--- src/rtl/acc_alu_ctrl_core.sv ---
// Execution core of the 8-bit accumulator machine: fetch/execute controller,
// accumulator, combinational ALU and Z/N/C flag register.
//
// state   | meaning
// FETCH   | IR loads, PC increments
// EXECUTE | decode IR, update acc/flags, drive PC/reg-file strobes
// HALT    | parked until reset, only halt asserted
module acc_alu_ctrl_core #(
   parameter int WIDTH = 8
) (
   input  logic             clk,
   input  logic             reset,
   input  logic [7:0]       instr,
   input  logic [WIDTH-1:0] reg_data,
   output logic [WIDTH-1:0] acc_out,
   output logic             load_ir,
   output logic             inc_pc,
   output logic             load_pc,
   output logic             sel_pc,
   output logic             load_reg,
   output logic             halt,
   output logic             flag_z,
   output logic             flag_n,
   output logic             flag_c
);

   typedef enum logic [1:0] {
      FETCH   = 2'd0,
      EXECUTE = 2'd1,
      HALTED  = 2'd2
   } state_t;

   localparam logic [3:0] OP_LDI = 4'h1;
   localparam logic [3:0] OP_LDR = 4'h2;
   localparam logic [3:0] OP_STR = 4'h3;
   localparam logic [3:0] OP_ADD = 4'h4;
   localparam logic [3:0] OP_SUB = 4'h5;
   localparam logic [3:0] OP_AND = 4'h6;
   localparam logic [3:0] OP_OR  = 4'h7;
   localparam logic [3:0] OP_XOR = 4'h8;
   localparam logic [3:0] OP_NOT = 4'h9;
   localparam logic [3:0] OP_SHL = 4'hA;
   localparam logic [3:0] OP_SHR = 4'hB;
   localparam logic [3:0] OP_JMP = 4'hC;
   localparam logic [3:0] OP_JZ  = 4'hD;
   localparam logic [3:0] OP_JN  = 4'hE;
   localparam logic [3:0] OP_HLT = 4'hF;

   state_t           state, state_next;
   logic [WIDTH-1:0] acc;
   logic [WIDTH-1:0] alu_res;
   logic             alu_c;
   logic             alu_op;
   logic [WIDTH-1:0] imm_ext;
   logic [3:0]       opcode;

   assign opcode  = instr[7:4];
   assign imm_ext = {{(WIDTH-4){1'b0}}, instr[3:0]};
   assign acc_out = acc;

   always_comb begin
      alu_res = '0;
      alu_c   = 1'b0;
      alu_op  = 1'b1;
      case (opcode)
         OP_ADD: {alu_c, alu_res} = {1'b0, acc} + {1'b0, reg_data};
         OP_SUB: begin
            alu_res = acc - reg_data;
            alu_c   = (acc < reg_data);
         end
         OP_AND: alu_res = acc & reg_data;
         OP_OR:  alu_res = acc | reg_data;
         OP_XOR: alu_res = acc ^ reg_data;
         OP_NOT: alu_res = ~acc;
         OP_SHL: begin
            alu_res = {acc[WIDTH-2:0], 1'b0};
            alu_c   = acc[WIDTH-1];
         end
         OP_SHR: begin
            alu_res = {1'b0, acc[WIDTH-1:1]};
            alu_c   = acc[0];
         end
         default: alu_op = 1'b0;
      endcase
   end

   always_ff @(posedge clk) begin
      if (reset) begin
         state <= FETCH;
      end else begin
         state <= state_next;
      end
   end

   // Strobes are forced low while reset is held, whatever the state register says.
   always_comb begin
      state_next = state;
      load_ir    = 1'b0;
      inc_pc     = 1'b0;
      load_pc    = 1'b0;
      sel_pc     = 1'b0;
      load_reg   = 1'b0;
      halt       = 1'b0;
      case (state)
         FETCH: begin
            load_ir    = 1'b1;
            inc_pc     = 1'b1;
            state_next = EXECUTE;
         end
         EXECUTE: begin
            state_next = FETCH;
            case (opcode)
               OP_STR: load_reg = 1'b1;
               OP_JMP: begin
                  load_pc = 1'b1;
                  sel_pc  = 1'b1;
               end
               OP_JZ: begin
                  load_pc = flag_z;
                  sel_pc  = flag_z;
               end
               OP_JN: begin
                  load_pc = flag_n;
                  sel_pc  = flag_n;
               end
               OP_HLT: state_next = HALTED;
               default: ;
            endcase
         end
         HALTED: halt = 1'b1;
         default: state_next = FETCH;
      endcase
      if (reset) begin
         load_ir  = 1'b0;
         inc_pc   = 1'b0;
         load_pc  = 1'b0;
         sel_pc   = 1'b0;
         load_reg = 1'b0;
         halt     = 1'b0;
      end
   end

   always_ff @(posedge clk) begin
      if (reset) begin
         acc    <= '0;
         flag_z <= 1'b0;
         flag_n <= 1'b0;
         flag_c <= 1'b0;
      end else if (state == EXECUTE) begin
         if (opcode == OP_LDI) begin
            acc <= imm_ext;
         end else if (opcode == OP_LDR) begin
            acc <= reg_data;
         end else if (alu_op) begin
            acc    <= alu_res;
            flag_z <= (alu_res == '0);
            flag_n <= alu_res[WIDTH-1];
            flag_c <= alu_c;
         end
      end
   end

endmodule

--- config.mk ---
export PLATFORM = sky130hd
export DESIGN_NAME = acc_alu_ctrl_core
export DESIGN_NICKNAME = d
export VERILOG_FILES = /design/src/rtl/acc_alu_ctrl_core.sv
export SDC_FILE = /design/constraint.sdc
export NUM_CORES = 1
export LEC_CHECK = 0
export CELL_PAD_IN_SITES_DETAIL_PLACEMENT = 1
export CELL_PAD_IN_SITES_GLOBAL_PLACEMENT = 1
export CORE_MARGIN = 3
export CORE_UTILIZATION = 36
export DETAILED_ROUTE_END_ITERATION = 10
export GPL_ROUTABILITY_DRIVEN = 0
export PLACE_DENSITY_LB_ADDON = 0.1
export SYNTH_ARGS = -nofsm -noshare
export SYNTH_HDL_FRONTEND = slang
export SYNTH_SLANG_ARGS = --single-unit
--- constraint.sdc ---
create_clock -name clk -period 2.75 [get_ports clk]
set_clock_uncertainty 0.2 [all_clocks]
set_input_delay 0.825 -clock clk [delete_from_list [all_inputs] [get_ports clk]]
set_output_delay 0.825 -clock clk [all_outputs]
set_load 0.01 [all_outputs]
==> impl_results.rst <==
.. list-table::
   :header-rows: 1

   * - Metric
     - Value
   * - Result of the run
     - finished with violations
   * - Violated checks
     - negative setup slack
   * - Leading post-synthesis cells by cell area
     - ha_1 (14%), dfxtp_1 (12%), inv_1 (4.8%)
   * - Type of origin of the critical path
     - input port
   * - Flip-flop cell with the highest count after synthesis
     - dfxtp_1
   * - Layout overhead on the synthesized area
     - 66.99%
   * - Net count after synthesis
     - between 300 and 400
   * - Required time at the worst-slack endpoint
     - 2750 ps
   * - Post-synthesis async set-or-reset flop share
     - 0%
   * - Final Max Slew Viols
     - 0
   * - Worst vdd ir
     - approximately 170 uV
   * - DRC Markers
     - 0
   * - Starting DRC count in detailed routing
     - between 300 and 400
   * - Period Utilization, post-route
     - 107.6%
   * - Post-route worst hold slack
     - between 200 and 300 ps
   * - Leakage Power
     - roughly 1.6 nW
   * - Transition time at the pin with the least slew margin
     - between 400 and 500 ps
   * - Vias in the first global route
     - 3086
   * - Relative contribution of the clock network to total power
     - between 10% and 20%
   * - Synth unique cells
     - 73
   * - Area share of and/or/nand/nor cells after synthesis
     - between 20% and 30%
   * - Worst hold path class
     - reg -> reg
   * - Setup slack after layout
     - -207.7 ps
   * - Top cell type's share of synthesized area
     - between 10% and 20%
   * - Synthesized-area fraction occupied by xor and xnor cells
     - 0.7995%
   * - Total I/O pin count
     - 35
   * - Later-pin clock latency in the skew report
     - 260 ps
   * - Buffers from clock root to sink, at most
     - 2
   * - Power per standard cell area
     - roughly 300 nW/um^2
   * - CP max FO
     - 4
   * - Number of hold-repair buffers added at the cts stage
     - 0
   * - Capturing element type of the critical path
     - flip-flop
   * - Kind of critical path
     - in -> reg
   * - Worst-path clk slew
     - 80 ps
   * - Combinational fraction of design power
     - around three fifths
   * - Cell breakdown of the critical path
     - buf_8 -> clkinvlp_4 -> buf_6 -> fa_2 -> nand3b_1 -> a31oi_2 -> nor3_2 -> a2111o_2 -> o31ai_4 -> nand3b_1 -> o21ai_1
   * - Met2 WL
     - roughly 5.7 mm
   * - Synthesized area per cell
     - 7.824 um^2
   * - Post-layout min period
     - around 3000 ps
   * - Maximum number of pins on one net before global-route repair
     - 28
   * - Multiplexer area fraction after synthesis
     - between 4 and 5%
   * - RSZ-0062 raised after global routing
     - yes
   * - Initial antenna violation count
     - 0
   * - Share of final-layout standard cells stronger than drive strength 1
     - between 40% and 50%
   * - Via total after detailed routing
     - 3002
   * - Adder-cell share of the synthesized area
     - between 10% and 20%
   * - Number of clock sinks
     - 13
   * - Half-perimeter wire length of the detailed placement result
     - between 6 and 7 mm
   * - DR vias/cell
     - 6.307
   * - Number of nets with antenna violations after detailed routing
     - 0
   * - Reg power frac
     - between 10% and 20%
   * - CTS H-Tree Depth
     - 1
   * - Grt ovf
     - 0
   * - Number of antenna repair diodes
     - 0
   * - Net switching power of the design
     - 0.4683 mW
   * - Overall die height
     - roughly 84 um
   * - Number of fillers in the final layout
     - between 600 and 700
   * - CP max-delay cell
     - a2111o_2
   * - Wire length of the first global-routing pass
     - roughly 17 mm
   * - Combinational family with the most area after synthesis
     - compound AO/OA/AOI/OAI gates
   * - Max_slew headroom
     - 69.08%
   * - Upper clock frequency limit
     - about 340 MHz
   * - Sw frac
     - about 43%
   * - MaxCap Viol Count
     - 0
   * - Core Region
     - approximately 5700 um^2
   * - Synth warnings
     - 0
   * - Final setup fails
     - 6
   * - Post-synthesis cell area
     - ~2200 um^2
   * - Synthesized instance count
     - 280
   * - Detailed-route wire length
     - 11.72 mm
   * - Met1 routed wirelength after detailed routing
     - 4.545 mm
   * - Number of endpoints with negative hold slack in the final report
     - 0
   * - Crit-path max cell delay
     - between 400 and 500 ps
   * - Detailed route wirelength on metal3
     - 688 um
   * - Number of enable-type register cells in the synthesized netlist
     - 0
   * - First-pass iteration count of the detailed router
     - 5
   * - Pint
     - roughly 0.63 mW
   * - Number of buffers created by CTS
     - 3
   * - Die width
     - between 80 and 90 um
   * - Uppermost layer routed
     - met4
   * - Row cnt
     - 27
   * - Number of I/O port buffers
     - 34
   * - Cell taking the most area after synthesis
     - ha_1
   * - DP Worst Slack
     - -802.6 ps
   * - Effective utilization at floorplan
     - 38.37%
   * - Clock tree from TritonCTS
     - yes
   * - Buffer type at the clock tree root
     - clkbuf_8
   * - Total power of the final layout
     - approximately 1.1 mW
   * - Flops & latches, synth
     - 13
   * - Total die area
     - a little over 7000 um^2
   * - Final core utilization
     - between 60% and 70%
   * - Mean routed wirelength per cell
     - between 20 and 25 um
   * - Share of the synthesized area in compound gates (AO/OA/AOI/OAI)
     - 32.95%
   * - Total number of nets in the final design
     - 450
   * - Critical Path Most Common Cell
     - nand3b_1
   * - Sequential fraction of the synthesis area
     - a little under an eighth
   * - Total global-route track usage
     - 30.04%
   * - Arrival time at the worst endpoint
     - 2950 ps
worst paths after layout:
check | cells after the start | start | slack [ps] | end
worst max-delay path | 11 | reg_data[1] | -210 | flag_z
worst min-delay path | 1 | flag_c | 280 | flag_c
worst max register to register | 10 | acc_out[0] | 60 | flag_z
worst min register to register | 1 | flag_c | 280 | flag_c
worst max-delay path: cells and delay by family:
kind / cells / cell delay [ps]
adder cells (fa/ha/maj): 1 / 350
buffers and inverters: 3 / 380
AO/OA/AOI/OAI: 4 / 960
AND/OR/NAND/NOR: 3 / 440
power by group through the flow:
stage / logic (mW) / registers (mW) / clock network (mW)
floorplan: 0.280 / 0.224 / 0
global placement: 0.501 / 0.218 / 0
detailed placement: 0.516 / 0.220 / 0
CTS: 0.581 / 0.216 / 0.205
global route: 0.706 / 0.219 / 0.217
finish: 0.674 / 0.217 / 0.203
layout make-up:
cell class,count,area (um^2),area share (%)
multi-input cells,219,1992,54.45
repair buffers,140,1162,31.77
flip-flops and latches,13,260.3,7.114
inverters,28,108.9,2.975
well taps,72,90.09,2.462
clock buffers,4,45.04,1.231
cells by family (layout without fill, tap and decap cells):
group / after synthesis / count (layout)
buffers and inverters: 48 / 172
and+or+nand+nor: 89 / 89
AOI/OAI and AO/OA: 92 / 92
xor gates and xnor gates: 2 / 2
muxes: 9 / 9
DFF: 13 / 13
adders and majority gates: 27 / 27
cells in the final DEF (no fill, tap or decap), types with 3 or more instances in the layout:
cell type / instances
a211oi_1: 3
a21oi_1: 10
a21oi_2: 6
a221o_1: 3
buf_12: 3
buf_2: 5
buf_4: 95
buf_6: 8
clkbuf_2: 7
clkbuf_8: 3
clkdlybuf4s50_1: 16
dfxtp_1: 13
ha_1: 12
ha_2: 5
ha_4: 8
inv_1: 19
inv_2: 8
mux2i_1: 9
nand2_1: 18
nand2b_1: 9
nor2_1: 23
nor3_1: 4
nor3_2: 5
o211ai_1: 3
o21ai_0: 7
o21ai_1: 9
o21ai_2: 3
o221ai_1: 5
stage by stage:
stage | instance area, um^2 | std cells | TNS (ps)
floorplan | 2258 | 280 | -169.4
global placement | 3183 | 455 | -10420
detailed placement | 3183 | 455 | -11320
CTS | 3490 | 470 | -106.7
global route | 3659 | 476 | -1072
finish | 3659 | 476 | -823.0
synthesized netlist by cell type, types with 3 or more instances:
master and count:
a211oi_1 5, a21oi_1 16, a221o_1 3, buf_2 6, buf_4 6, buf_6 5
dfxtp_1 13, ha_1 25, inv_1 28, mux2i_1 9, nand2_1 20, nand2b_1 9
nand3_1 4, nor2_1 26, nor2b_1 3, nor3_1 8, o211ai_1 3, o21ai_0 13
o21ai_1 5, o221ai_1 6
layer usage:
| layer | global-route usage [%] | up-vias |
|---|---|---|
| met5 | 0 | - |
| met4 | 16.67 | 0 |
| met3 | 4.146 | 80 |
| met2 | 52.64 | 177 |
| met1 | 34.81 | 1474 |
| li1 | - | 1271 |
state kept, by name, indices dropped and copies added, names as in the netlist:
signal	count
flag_n	1
acc_out	8
flag_z	1
state	2
flag_c	1
what timing repair did:
item / 4_1_cts / 5_1_grt
pin swaps: 23 / 24
cloned: 0 / 1
resized for setup: 98 / 46
endpoints found under the setup margin: 17 / 14
setup buffers: 11 / 5
Note: power is estimated with default switching activity, not from simulation.
